<file path="src/rtl/rename_map_pkg.sv">
// rtl/rename_map_pkg.sv - shared sizing defaults and register-index typedefs for the rename map
package rename_map_pkg;

  localparam int ARCH_REGS_DEF = 32;
  localparam int PHYS_REGS_DEF = 64;
  localparam int AREG_W_DEF    = $clog2(ARCH_REGS_DEF);
  localparam int PREG_W_DEF    = $clog2(PHYS_REGS_DEF);

  typedef logic [AREG_W_DEF-1:0] areg_t;
  typedef logic [PREG_W_DEF-1:0] preg_t;

endpackage

</file>
<file path="src/rtl/rename_map_phys_freelist.sv">
// rtl/rename_map_phys_freelist.sv - circular free list with speculative and committed heads
module phys_freelist
  import rename_map_pkg::*;
#(
  parameter int  ARCH_REGS = ARCH_REGS_DEF,
  parameter int  PHYS_REGS = PHYS_REGS_DEF,
  localparam int PREG_W    = $clog2(PHYS_REGS)
)(
  input  logic              clk_i,
  input  logic              reset_i,
  input  logic              pop_i,
  input  logic              push_i,
  input  logic [PREG_W-1:0] push_data_i,
  input  logic              restore_i,
  output logic [PREG_W-1:0] head_data_o,
  output logic [PREG_W:0]   count_o
);

  localparam int INIT_FREE = PHYS_REGS - ARCH_REGS;

  logic [PREG_W-1:0] r_mem [PHYS_REGS];
  logic [PREG_W-1:0] r_head;
  logic [PREG_W-1:0] r_chead;
  logic [PREG_W-1:0] r_tail;
  logic [PREG_W:0]   r_count;
  logic [PREG_W-1:0] w_tail_nxt;
  logic [PREG_W-1:0] w_chead_nxt;

  // A retiring instruction both frees its old mapping and consumes one committed slot.
  always_comb begin
    w_tail_nxt  = r_tail + PREG_W'(push_i);
    w_chead_nxt = r_chead + PREG_W'(push_i);
  end

  always_ff @(posedge clk_i or negedge reset_i) begin
    if (!reset_i) begin
      for (int i = 0; i < PHYS_REGS; i++) begin
        r_mem[i] <= (i < INIT_FREE) ? PREG_W'(ARCH_REGS + i) : '0;
      end
      r_head  <= '0;
      r_chead <= '0;
      r_tail  <= PREG_W'(INIT_FREE);
      r_count <= (PREG_W+1)'(INIT_FREE);
    end else begin
      if (push_i) begin
        r_mem[r_tail] <= push_data_i;
      end
      r_tail  <= w_tail_nxt;
      r_chead <= w_chead_nxt;
      if (restore_i) begin
        r_head  <= w_chead_nxt;
        r_count <= {1'b0, w_tail_nxt - w_chead_nxt};
      end else begin
        r_head  <= r_head + PREG_W'(pop_i);
        r_count <= r_count + (PREG_W+1)'(push_i) - (PREG_W+1)'(pop_i);
      end
    end
  end

  assign head_data_o = r_mem[r_head];
  assign count_o     = r_count;

endmodule

</file>
<file path="src/rtl/rename_map.sv">
// rtl/rename_map.sv - speculative/retirement RATs, busy table and registered rename output
module rename_map
  import rename_map_pkg::*;
#(
  parameter int  ARCH_REGS = ARCH_REGS_DEF,
  parameter int  PHYS_REGS = PHYS_REGS_DEF,
  localparam int AREG_W    = $clog2(ARCH_REGS),
  localparam int PREG_W    = $clog2(PHYS_REGS)
)(
  input  logic              clk_i,
  input  logic              reset_i,
  input  logic              inst_valid_i,
  output logic              inst_ready_o,
  input  logic [AREG_W-1:0] rs1_addr_i,
  input  logic [AREG_W-1:0] rs2_addr_i,
  input  logic [AREG_W-1:0] rd_addr_i,
  input  logic              rd_wen_i,
  output logic              out_valid_o,
  output logic [PREG_W-1:0] prs1_addr_o,
  output logic [PREG_W-1:0] prs2_addr_o,
  output logic [PREG_W-1:0] prd_addr_o,
  output logic [PREG_W-1:0] prd_old_addr_o,
  output logic              prs1_valid_o,
  output logic              prs2_valid_o,
  input  logic              cdb_en_i,
  input  logic [PREG_W-1:0] cdb_reg_addr_i,
  input  logic              commit_en_i,
  input  logic [AREG_W-1:0] commit_rd_addr_i,
  input  logic [PREG_W-1:0] commit_prd_i,
  input  logic [PREG_W-1:0] commit_prd_old_i,
  input  logic              flush_i
);

  logic [PREG_W-1:0]    r_srat [ARCH_REGS];
  logic [PREG_W-1:0]    r_rrat [ARCH_REGS];
  logic [PHYS_REGS-1:0] r_busy;

  logic                 w_accept;
  logic                 w_alloc;
  logic                 w_commit;
  logic [PREG_W-1:0]    w_free_head;
  logic [PREG_W:0]      w_free_cnt;
  logic [PREG_W-1:0]    w_prs1;
  logic [PREG_W-1:0]    w_prs2;
  logic                 w_prs1_rdy;
  logic                 w_prs2_rdy;

  phys_freelist #(
    .ARCH_REGS (ARCH_REGS),
    .PHYS_REGS (PHYS_REGS)
  ) u_freelist (
    .clk_i       (clk_i),
    .reset_i     (reset_i),
    .pop_i       (w_alloc),
    .push_i      (w_commit),
    .push_data_i (commit_prd_old_i),
    .restore_i   (flush_i),
    .head_data_o (w_free_head),
    .count_o     (w_free_cnt)
  );

  assign inst_ready_o = reset_i & (w_free_cnt != '0) & ~flush_i;
  assign w_accept     = inst_valid_i & inst_ready_o;
  assign w_alloc      = w_accept & rd_wen_i & (rd_addr_i != '0);
  // A zero old mapping marks a non-allocating instruction, which has nothing to retire.
  assign w_commit     = commit_en_i & (commit_prd_old_i != '0);

  assign w_prs1     = r_srat[rs1_addr_i];
  assign w_prs2     = r_srat[rs2_addr_i];
  assign w_prs1_rdy = ~r_busy[w_prs1] | (cdb_en_i & (cdb_reg_addr_i == w_prs1));
  assign w_prs2_rdy = ~r_busy[w_prs2] | (cdb_en_i & (cdb_reg_addr_i == w_prs2));

  always_ff @(posedge clk_i or negedge reset_i) begin
    if (!reset_i) begin
      for (int i = 0; i < ARCH_REGS; i++) begin
        r_srat[i] <= PREG_W'(i);
        r_rrat[i] <= PREG_W'(i);
      end
    end else begin
      if (w_commit) begin
        r_rrat[commit_rd_addr_i] <= commit_prd_i;
      end
      // Flush restores from the retirement view including this cycle's commit.
      if (flush_i) begin
        for (int i = 0; i < ARCH_REGS; i++) begin
          r_srat[i] <= (w_commit && (commit_rd_addr_i == AREG_W'(i))) ? commit_prd_i : r_rrat[i];
        end
      end else if (w_alloc) begin
        r_srat[rd_addr_i] <= w_free_head;
      end
    end
  end

  always_ff @(posedge clk_i or negedge reset_i) begin
    if (!reset_i) begin
      r_busy <= '0;
    end else if (flush_i) begin
      r_busy <= '0;
    end else begin
      if (cdb_en_i) begin
        r_busy[cdb_reg_addr_i] <= 1'b0;
      end
      if (w_alloc) begin
        r_busy[w_free_head] <= 1'b1;
      end
    end
  end

  always_ff @(posedge clk_i or negedge reset_i) begin
    if (!reset_i) begin
      out_valid_o    <= 1'b0;
      prs1_addr_o    <= '0;
      prs2_addr_o    <= '0;
      prd_addr_o     <= '0;
      prd_old_addr_o <= '0;
      prs1_valid_o   <= 1'b0;
      prs2_valid_o   <= 1'b0;
    end else begin
      out_valid_o <= w_accept;
      if (w_accept) begin
        prs1_addr_o    <= w_prs1;
        prs2_addr_o    <= w_prs2;
        prs1_valid_o   <= w_prs1_rdy;
        prs2_valid_o   <= w_prs2_rdy;
        prd_addr_o     <= w_alloc ? w_free_head : '0;
        prd_old_addr_o <= w_alloc ? r_srat[rd_addr_i] : '0;
      end
    end
  end

endmodule

</file>
<file path="config.mk">
export PLATFORM = sky130hd
export DESIGN_NAME = rename_map
export DESIGN_NICKNAME = d
export VERILOG_FILES = /design/src/rtl/rename_map_pkg.sv /design/src/rtl/rename_map_phys_freelist.sv /design/src/rtl/rename_map.sv
export SDC_FILE = /design/constraint.sdc
export NUM_CORES = 2
export LEC_CHECK = 0
export ABC_AREA = 1
export BUFFER_PORTS_ARGS = -buffer_cell sky130_fd_sc_hd__buf_2
export CORE_MARGIN = 2
export CORE_UTILIZATION = 57
export DETAILED_ROUTE_END_ITERATION = 10
export PLACE_DENSITY = 0.73
export SYNTH_ARGS = -nofsm -noshare
export SYNTH_HDL_FRONTEND = slang
export SYNTH_SLANG_ARGS = --single-unit
</file>
<file path="constraint.sdc">
create_clock -name clk_i -period 5.8 [get_ports clk_i]
set_input_delay 1.16 -clock clk_i [delete_from_list [all_inputs] [get_ports clk_i]]
set_output_delay 1.16 -clock clk_i [all_outputs]
set_load 0.02 [all_outputs]
</file>
==> flow_metrics.tcl <==
set metrics [dict create \
    slew_violations 0 \
    post_cts_buffers 0 \
    setup_viol 0 \
    gp_congestion 1.07 \
    syn_nets 5700 \
    ant_nets 0 \
    vias 41800 \
    clk_path_buf_depth 3 \
    finalHoldViolCount 0 \
    cts_tree "done" \
    final_cells 6579 \
    grt_first_pass_wirelength_um 233000 \
    synth_area_leader_cell "dfrtp_1" \
    synth_area_mm2 0.0449 \
    power_density_mw_per_mm2 458 \
    holdCritPathClass "input port to async pin" \
    layout.nets 5523 \
    multi_input_area_mm2 0.0197 \
    synth-edff-count 0 \
    routed.top_layer "met5" \
    wl_met3_um 13500 \
    drive_gt1_share_pct 11.6 \
    ir_drop_mv 0.350 \
    seqCellArea_mm2 0.0225 \
    die_x_um 285 \
    syn-mean-instance-area_um2 7.98 \
    routed_wl_um 149000 \
    synth.yosys.warnings 0 \
    synth_cell_types 45 \
    clkLatencyLatePin_ns 0.69 \
    cts-htree-levels 3 \
    drv_cap 0 \
    clkTransAtPathRegs_ns 0.06 \
    finClkSkew_ns 0.0322 \
    fmax_mhz 227 \
    yosysSeqAreaShare_pct 50.0 \
    synth_cells 5634 \
    tightest_slew_ns 1.44 \
    synth_async_sr_flop_share_pct 100 \
    slew_headroom_pct 3.22 \
    grt.total_usage_pct 36.5 \
    dr.pass1.iters 7 \
    dpl.hpwl_um 95900 \
    synth_common_cells "1526 x nand2_1, 945 x o21ai_0, 610 x dfrtp_1, 515 x nand3_1, 309 x nor2_1" \
    grt_max_degree 160 \
    p_leak_nw 20.7 \
    stdcell_area_mm2 0.0488 \
    numCtsBuffers 92 \
    met1_length_um 58900 \
    numClockSinks 884 \
    drc_errors 0 \
    antenna_found_initial 2 \
    core-area_mm2 0.0777 \
    path_class "flip-flop to flip-flop" \
    io_buffers 72 \
    grt_pass1_vias 39300 \
    ios 73 \
    yosysTopAreaCellShare_pct 34.0 \
    synthFlopType "dfrtp_1" \
    dieHeight_um 285 \
    dp.cells 6403 \
    cts_root_buffer "clkbuf_16" \
    post-route-min-period_ns 4.41 \
    cts_hold_buf 0 \
    path_max_fanout 79 \
    ctsResizeCount 0 \
    area_growth_pct 8.48 \
    placed_cell_area_mm2 0.0456 \
    n_fill_cell 6789 \
    ys_top_cells_by_area "dfrtp_1 34%, dfstp_2 16%, nand2_1 13%" \
    cp-end-kind "flip-flop" \
    initial_core_util_pct 57.8 \
    fp-row-count 102 \
    via_per_inst 6.35 \
    yosysMostFrequentCell "nand2_1" \
    ys_seq_elements 884 \
    required_ns 6.37 \
    die_area_mm2 0.0811 \
    outcome "finished clean" \
    wl_per_cell_um 22.7 \
    hold_slack_ns 0.431 \
    worstPathArrival_ns 4.98 \
    rsz0062_at_grt "false" \
    wl_met2_um 67100 \
    finalCritPeriodShare_pct 76.0 \
    start_kind "flip-flop" \
    setup_tns_ns 0 \
    drt_iter0_drc 5243 \
    overflow 0 \
]
-- per-stage QoR --
step / worst slack (ns) / util, % / power (mW)
after floorplan: 1.66 / - / 13.8
after global placement: 1.26 / 58.7 / 15.9
after detailed placement: 1.19 / 58.7 / 16.1
after CTS: 1.51 / 62.7 / 22.2
after global routing: 1.19 / 62.7 / 23.6
final: 1.39 / 62.7 / 22.3
-- area by class of cell --
| cell class | count | area share [%] |
|---|---|---|
| Antenna cell | 2 | 0.0103 |
| Clock buffer | 138 | 5.57 |
| Clock inverter | 36 | 0.893 |
| Inverter | 258 | 2.00 |
| Multi-Input combinational cell | 4063 | 40.5 |
| Sequential cell | 884 | 46.1 |
| Tap cell | 1040 | 2.67 |
| Timing Repair Buffer | 158 | 2.31 |
-- cell usage in the layout (no fill, tap or decap), types with 7 or more instances in the layout --
master     Yosys  routed
nand2_2        6       8
nand3_1      515     515
inv_2         12      16
nand2_1     1526    1524
o211ai_1      85      85
nand4_1       32      32
buf_12         0       8
o21ai_0      945     945
clkbuf_1     278      23
dfrtp_1      610     608
buf_4         21      79
clkbuf_16      0      93
buf_2         99      69
clkinv_2       0      15
o21ai_1       27      27
o22ai_1      134     134
clkbuf_8       0      23
ha_1          19      19
inv_1        238     236
nor3_1        27      27
nor2_1       309     309
a21oi_1      177     177
a22oi_1       16      16
o221ai_1     171     171
a22o_1         7       7
dfstp_2      274     274
xnor2_1        7       7
xor2_1        13      13
nor4_4         3       7
-- cells by family (layout without fill, tap and decap cells) --
logic type / after synthesis / count (layout) / synth area share [%]
DFF: 884 / 884 / 50.0
muxes: 1 / 1 / 0.0251
buffers and inverters: 687 / 590 / 6.27
xor gates and xnor gates: 20 / 20 / 0.390
AOI/OAI and AO/OA: 1575 / 1575 / 20.1
other: 0 / 2 / 0
and+or+nand+nor: 2446 / 2446 / 22.6
adders and majority gates: 21 / 21 / 0.618
-- path summary, 6_finish.rpt --
kind / from / endpoint / cells past startpoint / slack [ns]
max: u_freelist.r_head[0] / r_busy[63] / 12 / 1.39
min: reset_i / r_srat[75] / 1 / 0.43
max reg2reg: u_freelist.r_head[0] / r_busy[63] / 12 / 1.39
min reg2reg: r_rrat[101] / r_rrat[101] / 2 / 0.47
max in group asynchronous: reset_i / u_freelist.r_head[0] / 4 / 2.66
min in group clk_i: r_rrat[101] / r_rrat[101] / 2 / 0.47
-- routing by layer --
metal	up-vias	global-route usage, %
li1	19000	-
met1	19900	48.8
met2	2313	56.3
met3	556	6.34
met4	2	20.9
met5	-	0
-- power breakdown --
group / switching (mW) / total (mW) / internal, mW
Clock: 2.61 / 6.14 / 3.53
Sequential: 1.08 / 9.22 / 8.15
Combinational: 4.76 / 6.94 / 2.18
Total: 8.44 / 22.3 / 13.9
-- sequential cells by signal, indices dropped and copies added, names as in the netlist --
name,cells
u_freelist.r_tail,6
prs2_addr_o,6
r_busy,64
prd_old_addr_o,6
prs1_valid_o,1
prd_addr_o,6
u_freelist.count_o,7
r_rrat,192
out_valid_o,1
prs1_addr_o,6
prs2_valid_o,1
u_freelist.r_chead,6
r_srat,192
u_freelist.r_head,6
u_freelist.r_mem,384
-- worst max-delay path, stage by stage (launching register included) --
cell and delay, ns:
dfrtp_4 0.67, inv_4 0.69, buf_12 0.37, o21ai_0 0.15
o22ai_1 0.27, nand2_1 0.09, nand4_1 0.17, nand3_1 0.12
nand2_2 0.31, nand2_2 0.65, nor2_4 0.41, nand4_1 0.13
a21oi_1 0.16
(Power assumes the default switching activity.)
